`config.mk`:
```
export PLATFORM = sky130hd
export DESIGN_NAME = bus_xbar_rr
export DESIGN_NICKNAME = d
export VERILOG_FILES = /design/src/rtl/bus_xbar_pkg.sv /design/src/rtl/bus_xbar_rr_arb.sv /design/src/rtl/bus_xbar_rr.sv
export SDC_FILE = /design/constraint.sdc
export NUM_CORES = 1
export LEC_CHECK = 0
export ABC_AREA = 1
export CORE_AREA = 2 2 409 411
export CTS_CLUSTER_SIZE = 8
export DETAILED_ROUTE_END_ITERATION = 8
export DIE_AREA = 0 0 411 413
export GPL_TIMING_DRIVEN = 1
export HOLD_SLACK_MARGIN = 0.08
export PLACE_DENSITY_LB_ADDON = 0.12
export RECOVER_POWER = 100
export SLEW_MARGIN = 20
export SYNTH_ARGS = -nofsm -noshare
export SYNTH_HDL_FRONTEND = slang
export SYNTH_SLANG_ARGS = --single-unit
```
`constraint.sdc`:
```
create_clock -name clk_i -period 4.63 [get_ports clk_i]
set_clock_uncertainty 0.15 [all_clocks]
set_input_delay 0.463 -clock clk_i [delete_from_list [all_inputs] [get_ports clk_i]]
set_output_delay 0.463 -clock clk_i [all_outputs]
set_load 0.02 [all_outputs]
```
`src/rtl/bus_xbar_pkg.sv`:
```
// Shared types and helpers for the round-robin bus crossbar.
// Optional feature macro used by the top: BUS_XBAR_STALL_CNT_EN.
package bus_xbar_pkg;

   localparam int unsigned XBAR_DW         = 32;
   localparam int unsigned XBAR_NR_DEVICES = 8;

   // Width of a host identifier: clog2(n), never below one bit
   function automatic int unsigned host_id_w(input int unsigned n);
      return (n > 1) ? $clog2(n) : 1;
   endfunction

   // Width of a device index including the internal miss slot
   function automatic int unsigned dev_idx_w(input int unsigned nr_dev);
      return host_id_w(nr_dev + 1);
   endfunction

   typedef logic [dev_idx_w(XBAR_NR_DEVICES)-1:0] dev_idx_t;

   typedef struct packed {
      logic               rvalid;
      logic [XBAR_DW-1:0] rdata;
      logic               err;
   } rsp_t;

endpackage

```
`src/rtl/bus_xbar_rr_arb.sv`:
```
// One-hot round-robin arbiter; the pointer moves past the winner on advance.
module bus_xbar_rr_arb #(
   parameter int unsigned N    = 2,
   parameter int unsigned IdxW = 1
) (
   input  logic            i_clk,
   input  logic            i_rst,
   input  logic [N-1:0]    i_req,
   input  logic            i_advance,
   output logic [N-1:0]    o_gnt_c,
   output logic [IdxW-1:0] o_idx_c,
   output logic            o_valid_c
);

   logic [IdxW-1:0] r_ptr;
   logic [IdxW-1:0] w_cand;

   // Pick the first requester at or after the pointer
   always_comb begin
      o_gnt_c   = '0;
      o_idx_c   = '0;
      o_valid_c = 1'b0;
      w_cand    = '0;
      for (int unsigned k = 0; k < N; k++) begin
         w_cand = IdxW'((32'(r_ptr) + k) % N);
         if (!o_valid_c && i_req[w_cand]) begin
            o_valid_c       = 1'b1;
            o_idx_c         = w_cand;
            o_gnt_c[w_cand] = 1'b1;
         end
      end
   end

   // Pointer advances to winner+1 on an accepted transfer
   always_ff @(posedge i_clk) begin
      if (i_rst) begin
         r_ptr <= '0;
      end else if (i_advance && o_valid_c) begin
         r_ptr <= (o_idx_c == IdxW'(N - 1)) ? '0 : o_idx_c + IdxW'(1);
      end
   end

endmodule

```
`src/rtl/bus_xbar_rr.sv`:
```
// N-host x M-device req/gnt/rvalid crossbar with per-device round-robin,
// in-order response routing and an error-responding miss slot.
// Optional: BUS_XBAR_STALL_CNT_EN adds per-host saturating stall counters.
module bus_xbar_rr
   import bus_xbar_pkg::*;
#(
   parameter int unsigned NrHosts        = 2,
   parameter int unsigned NrDevices      = 8,
   parameter int unsigned DataWidth      = 32,
   parameter int unsigned AddressWidth   = 32,
   parameter int unsigned MaxOutstanding = 2,
   parameter logic [NrDevices*AddressWidth-1:0] DevBase = '0,
   parameter logic [NrDevices*AddressWidth-1:0] DevMask = '0
) (
   input  logic                              clk_i,
   input  logic                              rst_i,
   input  logic [NrHosts-1:0]                host_req_i,
   output logic [NrHosts-1:0]                host_gnt_o,
   input  logic [NrHosts*AddressWidth-1:0]   host_addr_i,
   input  logic [NrHosts-1:0]                host_we_i,
   input  logic [NrHosts*DataWidth/8-1:0]    host_be_i,
   input  logic [NrHosts*DataWidth-1:0]      host_wdata_i,
   output logic [NrHosts-1:0]                host_rvalid_o,
   output logic [NrHosts*DataWidth-1:0]      host_rdata_o,
   output logic [NrHosts-1:0]                host_err_o,
   output logic [NrDevices-1:0]              device_req_o,
   input  logic [NrDevices-1:0]              device_gnt_i,
   output logic [NrDevices*AddressWidth-1:0] device_addr_o,
   output logic [NrDevices-1:0]              device_we_o,
   output logic [NrDevices*DataWidth/8-1:0]  device_be_o,
   output logic [NrDevices*DataWidth-1:0]    device_wdata_o,
   input  logic [NrDevices-1:0]              device_rvalid_i,
   input  logic [NrDevices*DataWidth-1:0]    device_rdata_i,
   input  logic [NrDevices-1:0]              device_err_i
`ifdef BUS_XBAR_STALL_CNT_EN
   ,
   output logic [NrHosts*32-1:0]             host_stall_cnt_o
`endif
);

   localparam int unsigned AW      = AddressWidth;
   localparam int unsigned BeW     = DataWidth / 8;
   localparam int unsigned NrSlots = NrDevices + 1;
   localparam int unsigned HidW    = host_id_w(NrHosts);
   localparam int unsigned DevIdxW = dev_idx_w(NrDevices);
   localparam int unsigned CntW    = $clog2(MaxOutstanding + 1);
   localparam int unsigned FptrW   = host_id_w(MaxOutstanding);

   logic [DevIdxW-1:0] w_tgt     [NrHosts];
   logic [DevIdxW-1:0] r_last    [NrHosts];
   logic [CntW-1:0]    r_cnt     [NrHosts];
   logic [CntW-1:0]    w_cnt_eff [NrHosts];
   logic [NrHosts-1:0] w_elig;

   logic [NrHosts-1:0] w_slot_req [NrSlots];
   logic [NrHosts-1:0] w_slot_gnt [NrSlots];
   logic [HidW-1:0]    w_slot_idx [NrSlots];
   logic               w_slot_vld [NrSlots];
   logic [NrSlots-1:0] w_slot_acc;

   logic [HidW-1:0]    r_fifo [NrDevices][MaxOutstanding];
   logic [FptrW-1:0]   r_wptr [NrDevices];
   logic [FptrW-1:0]   r_rptr [NrDevices];
   logic [CntW-1:0]    r_fcnt [NrDevices];
   logic [HidW-1:0]    w_head [NrDevices];
   logic [NrDevices-1:0] w_pop;
   logic [NrDevices-1:0] w_full;

   rsp_t               r_miss;
   logic [HidW-1:0]    r_miss_hid;

   function automatic logic [FptrW-1:0] ptr_inc(input logic [FptrW-1:0] p);
      return (p == FptrW'(MaxOutstanding - 1)) ? '0 : p + FptrW'(1);
   endfunction

   // Address decode; lowest matching device wins, no match selects the miss slot
   always_comb begin
      for (int h = 0; h < NrHosts; h++) begin
         w_tgt[h] = DevIdxW'(NrDevices);
         for (int d = int'(NrDevices) - 1; d >= 0; d--) begin
            if ((host_addr_i[h*AW +: AW] & DevMask[d*AW +: AW]) == DevBase[d*AW +: AW]) begin
               w_tgt[h] = DevIdxW'(d);
            end
         end
      end
   end

   // Route FIFO heads and pops; responses with no pending entry are dropped
   always_comb begin
      w_pop = '0;
      for (int d = 0; d < NrDevices; d++) begin
         w_head[d] = r_fifo[d][r_rptr[d]];
         w_pop[d]  = device_rvalid_i[d] && (r_fcnt[d] != '0) && !rst_i;
      end
   end

   // Steer popped device responses and the miss response to their hosts
   always_comb begin
      host_rvalid_o = '0;
      host_rdata_o  = '0;
      host_err_o    = '0;
      for (int h = 0; h < NrHosts; h++) begin
         for (int d = 0; d < NrDevices; d++) begin
            if (w_pop[d] && (w_head[d] == HidW'(h))) begin
               host_rvalid_o[h]                     = 1'b1;
               host_rdata_o[h*DataWidth +: DataWidth] = device_rdata_i[d*DataWidth +: DataWidth];
               host_err_o[h]                        = device_err_i[d];
            end
         end
         if (r_miss.rvalid && !rst_i && (r_miss_hid == HidW'(h))) begin
            host_rvalid_o[h]                     = 1'b1;
            host_rdata_o[h*DataWidth +: DataWidth] = DataWidth'(r_miss.rdata);
            host_err_o[h]                        = r_miss.err;
         end
      end
   end

   // Eligibility counts a same-cycle response as already retired
   always_comb begin
      w_elig = '0;
      for (int h = 0; h < NrHosts; h++) begin
         w_cnt_eff[h] = r_cnt[h] - CntW'(host_rvalid_o[h]);
         w_elig[h]    = host_req_i[h] && !rst_i &&
                        (w_cnt_eff[h] < CntW'(MaxOutstanding)) &&
                        ((w_cnt_eff[h] == '0) || (w_tgt[h] == r_last[h]));
      end
      for (int s = 0; s < NrSlots; s++) begin
         w_slot_req[s] = '0;
         for (int h = 0; h < NrHosts; h++) begin
            w_slot_req[s][h] = w_elig[h] && (w_tgt[h] == DevIdxW'(s));
         end
      end
   end

   for (genvar s = 0; s < NrSlots; s++) begin : g_arb
      bus_xbar_rr_arb #(
         .N    (NrHosts),
         .IdxW (HidW)
      ) u_arb (
         .i_clk     (clk_i),
         .i_rst     (rst_i),
         .i_req     (w_slot_req[s]),
         .i_advance (w_slot_acc[s]),
         .o_gnt_c   (w_slot_gnt[s]),
         .o_idx_c   (w_slot_idx[s]),
         .o_valid_c (w_slot_vld[s])
      );
   end

   // Device request issue and winner field mux; miss slot always accepts
   always_comb begin
      device_req_o   = '0;
      device_addr_o  = '0;
      device_we_o    = '0;
      device_be_o    = '0;
      device_wdata_o = '0;
      w_full         = '0;
      w_slot_acc     = '0;
      for (int d = 0; d < NrDevices; d++) begin
         w_full[d]       = (r_fcnt[d] == CntW'(MaxOutstanding)) && !w_pop[d];
         device_req_o[d] = w_slot_vld[d] && !w_full[d];
         w_slot_acc[d]   = device_req_o[d] && device_gnt_i[d];
         for (int h = 0; h < NrHosts; h++) begin
            if (w_slot_gnt[d][h]) begin
               device_addr_o[d*AW +: AW]               = host_addr_i[h*AW +: AW];
               device_we_o[d]                          = host_we_i[h];
               device_be_o[d*BeW +: BeW]               = host_be_i[h*BeW +: BeW];
               device_wdata_o[d*DataWidth +: DataWidth] = host_wdata_i[h*DataWidth +: DataWidth];
            end
         end
      end
      w_slot_acc[NrDevices] = w_slot_vld[NrDevices];
   end

   // Host grant when its slot accepted the transfer
   always_comb begin
      host_gnt_o = '0;
      for (int s = 0; s < NrSlots; s++) begin
         for (int h = 0; h < NrHosts; h++) begin
            if (w_slot_gnt[s][h] && w_slot_acc[s]) host_gnt_o[h] = 1'b1;
         end
      end
   end

   // Per-host outstanding count and last target
   always_ff @(posedge clk_i) begin
      if (rst_i) begin
         for (int h = 0; h < NrHosts; h++) begin
            r_cnt[h]  <= '0;
            r_last[h] <= '0;
         end
      end else begin
         for (int h = 0; h < NrHosts; h++) begin
            r_cnt[h] <= r_cnt[h] + CntW'(host_gnt_o[h]) - CntW'(host_rvalid_o[h]);
            if (host_gnt_o[h]) r_last[h] <= w_tgt[h];
         end
      end
   end

   // Per-device route FIFOs holding the issuing host of each transfer
   always_ff @(posedge clk_i) begin
      if (rst_i) begin
         for (int d = 0; d < NrDevices; d++) begin
            r_wptr[d] <= '0;
            r_rptr[d] <= '0;
            r_fcnt[d] <= '0;
            for (int i = 0; i < MaxOutstanding; i++) r_fifo[d][i] <= '0;
         end
      end else begin
         for (int d = 0; d < NrDevices; d++) begin
            if (w_slot_acc[d]) begin
               r_fifo[d][r_wptr[d]] <= w_slot_idx[d];
               r_wptr[d]            <= ptr_inc(r_wptr[d]);
            end
            if (w_pop[d]) r_rptr[d] <= ptr_inc(r_rptr[d]);
            r_fcnt[d] <= r_fcnt[d] + CntW'(w_slot_acc[d]) - CntW'(w_pop[d]);
         end
      end
   end

   // Miss slot answers one cycle after the grant with an error
   always_ff @(posedge clk_i) begin
      if (rst_i) begin
         r_miss     <= '0;
         r_miss_hid <= '0;
      end else begin
         r_miss     <= rsp_t'{rvalid: w_slot_acc[NrDevices], rdata: '0, err: w_slot_acc[NrDevices]};
         r_miss_hid <= w_slot_idx[NrDevices];
      end
   end

`ifdef BUS_XBAR_STALL_CNT_EN
   logic [31:0] r_stall [NrHosts];

   // Saturating count of cycles a host requested without a grant
   always_ff @(posedge clk_i) begin
      if (rst_i) begin
         for (int h = 0; h < NrHosts; h++) r_stall[h] <= '0;
      end else begin
         for (int h = 0; h < NrHosts; h++) begin
            if (host_req_i[h] && !host_gnt_o[h] && (r_stall[h] != 32'hFFFF_FFFF)) begin
               r_stall[h] <= r_stall[h] + 32'd1;
            end
         end
      end
   end

   // Flatten stall counters onto the output port
   always_comb begin
      host_stall_cnt_o = '0;
      for (int h = 0; h < NrHosts; h++) host_stall_cnt_o[h*32 +: 32] = r_stall[h];
   end
`endif

endmodule
```
==> flow_summary_export.csv <==
group,metric,value,unit
pwr,p_per_area,114,nW/um^2
worst_setup_path,critPathKind,"in -> out",
job,maxCapViolCount,1,
final_layout,fin_util,0.0962,
floorplan,start_util,0.0554,
routing,vias_per_cell,2.30,
global_route,grt_pass1_wl,92.5,mm
logic_synthesis,synth_seq_cells,25,
sta,layout_setup_ws,0.160,ns
final_layout,postLayoutCellArea,16000,um^2
floorplan,die_x,411,um
logic_synthesis,synth_ff_type,"dfxtp_1",
final_layout,multi_input_area,5610,um^2
sta,hold_violations,0,
floorplan,io_pins,1052,
place,pre_cts_slack,0.124,ns
floorplan,fp.dieArea,170000,um^2
floorplan,fp-row-count,150,
cts,post-cts-setup-buffers,0,
hold_path,min_path_type,"reg -> reg",
place,numPortBuffers,554,
cts,cts_tree,"done",
cts,cts_resized,0,
final_layout,nNetsFinal,2624,
place,gp_congestion,0.762,
place,hpwlAfterDp,65.0,mm
logic_synthesis,synth_area,9200,um^2
final_layout,final_cell_mix,"conb_1, clkdlybuf4s50_1, nand2_1",
final_layout,final_cells,4408,
final_layout,n_fill_cell,19730,
worst_setup_path,worstPathCellList,"clkdlybuf4s50_1 -> buf_4 -> nor2_1 -> nand2_2 -> nand3_1 -> or4_4 -> ha_1 -> xor2_2 -> o31ai_4 -> buf_12 -> buf_4 -> o21ai_0 -> clkdlybuf4s50_1",
logic_synthesis,ys_warn_count,0,
logic_synthesis,synth_edf_count,4,
final_layout,final_common_cell,"conb_1",
final_layout,area_delta_synth_final,73.5,%
cts,clk_latency,0.27,ns
floorplan,core_area,166000,um^2
logic_synthesis,syn_avg_cell_area,5.62,um^2
sta,post-route-period-util,0.965,
place,placed_area,16100,um^2
cts,ctsHtreeMaxLevel,1,
logic_synthesis,yosysUniqueCellTypes,33,
routing,wl_per_cell,16.8,um
sta,rsz0062_at_grt,"false",
routing,drc_errors,0,
global_route,antenna_found_initial,38,
pwr,power,1.81,mW
routing,drtIter0Drc,220,
sta,timing.fmax,0.224,GHz
worst_setup_path,crit_path_end_kind,"primary output",
global_route,grt_start_max_net_pins,58,
routing,vias,10158,
cts,cts_buffers,3,
worst_setup_path,cp.required,4.02,ns
pwr,ir_worst_vdd,114,uV
routing,dr.pass1.iters,4,
worst_setup_path,cp.arrival,3.86,ns
sta,finalSetupViolCount,0,
routing,final_antenna_net_count,0,
sta,setup-tns-final,0,ns
pwr,power_leakage,7.36,nW
logic_synthesis,synth_seq_area_share,0.0588,
global_route,grt_use_total,0.0810,
cts,path_clk_slew,0.06,ns
run_status,run_status,"finished with violations",
routing,finalWirelength,74.1,mm
final_layout,seqCellArea,541,um^2
cts,ctsHoldBuffers,0,
place,dp_cells,4388,
sta,min_period,4.47,ns
worst_setup_path,slowest_stage,"clkdlybuf4s50_1",
worst_setup_path,crit_path_max_incr_delay,0.67,ns
run_status,violations,"capacitance limit, slew limit",
sta,hold_ws,0.343,ns
cts,cts.sinks,25,
sta,worst_pin_slew,1.65,ns
cts,clockBufferDepth,2,
worst_setup_path,startpoint_type,"input port",
logic_synthesis,synthArstFlopShare,0,
sta,relSlewSlack,-0.0969,
global_route,gr-total-overflow,0,
final_layout,drive_gt1_frac,0.0425,
logic_synthesis,netlist_instances,1638,
worst_setup_path,critPathMaxFanout,34,
sta,maxSlewViolCount,34,
cts,cts-root-buf,"clkbuf_16",
global_route,first_global_vias,9687,
floorplan,die_h,413,um
synth_stat cells (3+ instances only):
| cell type | n | area (um^2) |
|---|---|---|
| a21oi_1 | 31 | 155 |
| buf_1 | 8 | 30.0 |
| buf_2 | 26 | 130 |
| buf_4 | 490 | 3680 |
| buf_6 | 8 | 90.1 |
| clkbuf_1 | 30 | 113 |
| dfxtp_1 | 21 | 420 |
| edfxtp_1 | 4 | 120 |
| ha_1 | 13 | 163 |
| inv_1 | 222 | 833 |
| inv_2 | 4 | 15.0 |
| nand2_1 | 382 | 1430 |
| nand2_2 | 4 | 25.0 |
| nand3_1 | 125 | 626 |
| nor2_1 | 72 | 270 |
| nor2_2 | 3 | 18.8 |
| nor3_1 | 4 | 20.0 |
| o21a_1 | 3 | 22.5 |
| o21ai_0 | 160 | 801 |
| o21ai_1 | 6 | 30.0 |
| xnor2_1 | 7 | 61.3 |
report_power, final:
| group | switching [mW] | internal, mW | total (mW) | leakage (nW) |
|---|---|---|---|---|
| logic | 0.837 | 0.531 | 1.37 | 7.11 |
| clock network | 0.0845 | 0.117 | 0.201 | 0.0410 |
| registers | 0.00823 | 0.234 | 0.243 | 0.212 |
registers in the layout (all words and copies together) (netlist names):
| name | count |
|---|---|
| r_fcnt | 16 |
| g_arb.u_arb.r_ptr | 1 |
| r_wptr | 1 |
| r_rptr | 1 |
| r_fifo | 2 |
| r_cnt | 4 |
kinds of logic after synthesis:
family / after synthesis / synth area share
adder cells (fa/ha/maj): 13 / 0.0177
flip-flops: 25 / 0.0588
other: 1 / 0.000408
buffers and inverters: 791 / 0.533
AND/OR/NAND/NOR: 597 / 0.267
AO/OA/AOI/OAI: 201 / 0.112
XOR/XNOR: 10 / 0.0103
worst paths after layout:
path,startpoint,endpoint,slack (ns),cells after the start
setup / recovery,rst_i,device_addr_o[1],0.16,13
hold / removal,r_fcnt[0][1]$_SDFF_PP0_,r_fcnt[0][1]$_SDFF_PP0_,0.34,1
setup reg to reg,r_rptr[0][0]$_SDFFCE_PP0P_,r_fcnt[0][1]$_SDFF_PP0_,1.01,17
hold reg to reg,r_fcnt[0][1]$_SDFF_PP0_,r_fcnt[0][1]$_SDFF_PP0_,0.34,1
final cells by class:
class / instances / share of cell area
Antenna cell: 16 / 0.00251
Multi-Input combinational cell: 1311 / 0.351
Clock inverter: 1 / 0.000314
Timing Repair Buffer: 621 / 0.381
Inverter: 227 / 0.0536
Tap cell: 2204 / 0.173
Sequential cell: 25 / 0.0339
Clock buffer: 3 / 0.00471
per-layer routing:
layer,GRT usage,share of wire,vias to the layer above
li1,-,-,5119
met4,0.00897,0.0055,24
met3,0.0220,0.077,40
met1,0.102,0.43,4493
met2,0.140,0.49,482
met5,0,0.0021,-
critical path, delay by kind of cell:
| family | cells | cell delay, ns |
|---|---|---|
| buffers and inverters | 5 | 1.78 |
| AND/OR/NAND/NOR | 4 | 0.63 |
| XOR/XNOR | 1 | 0.34 |
| AO/OA/AOI/OAI | 2 | 0.34 |
| adder cells (fa/ha/maj) | 1 | 0.24 |
(Power assumes the default switching activity.)
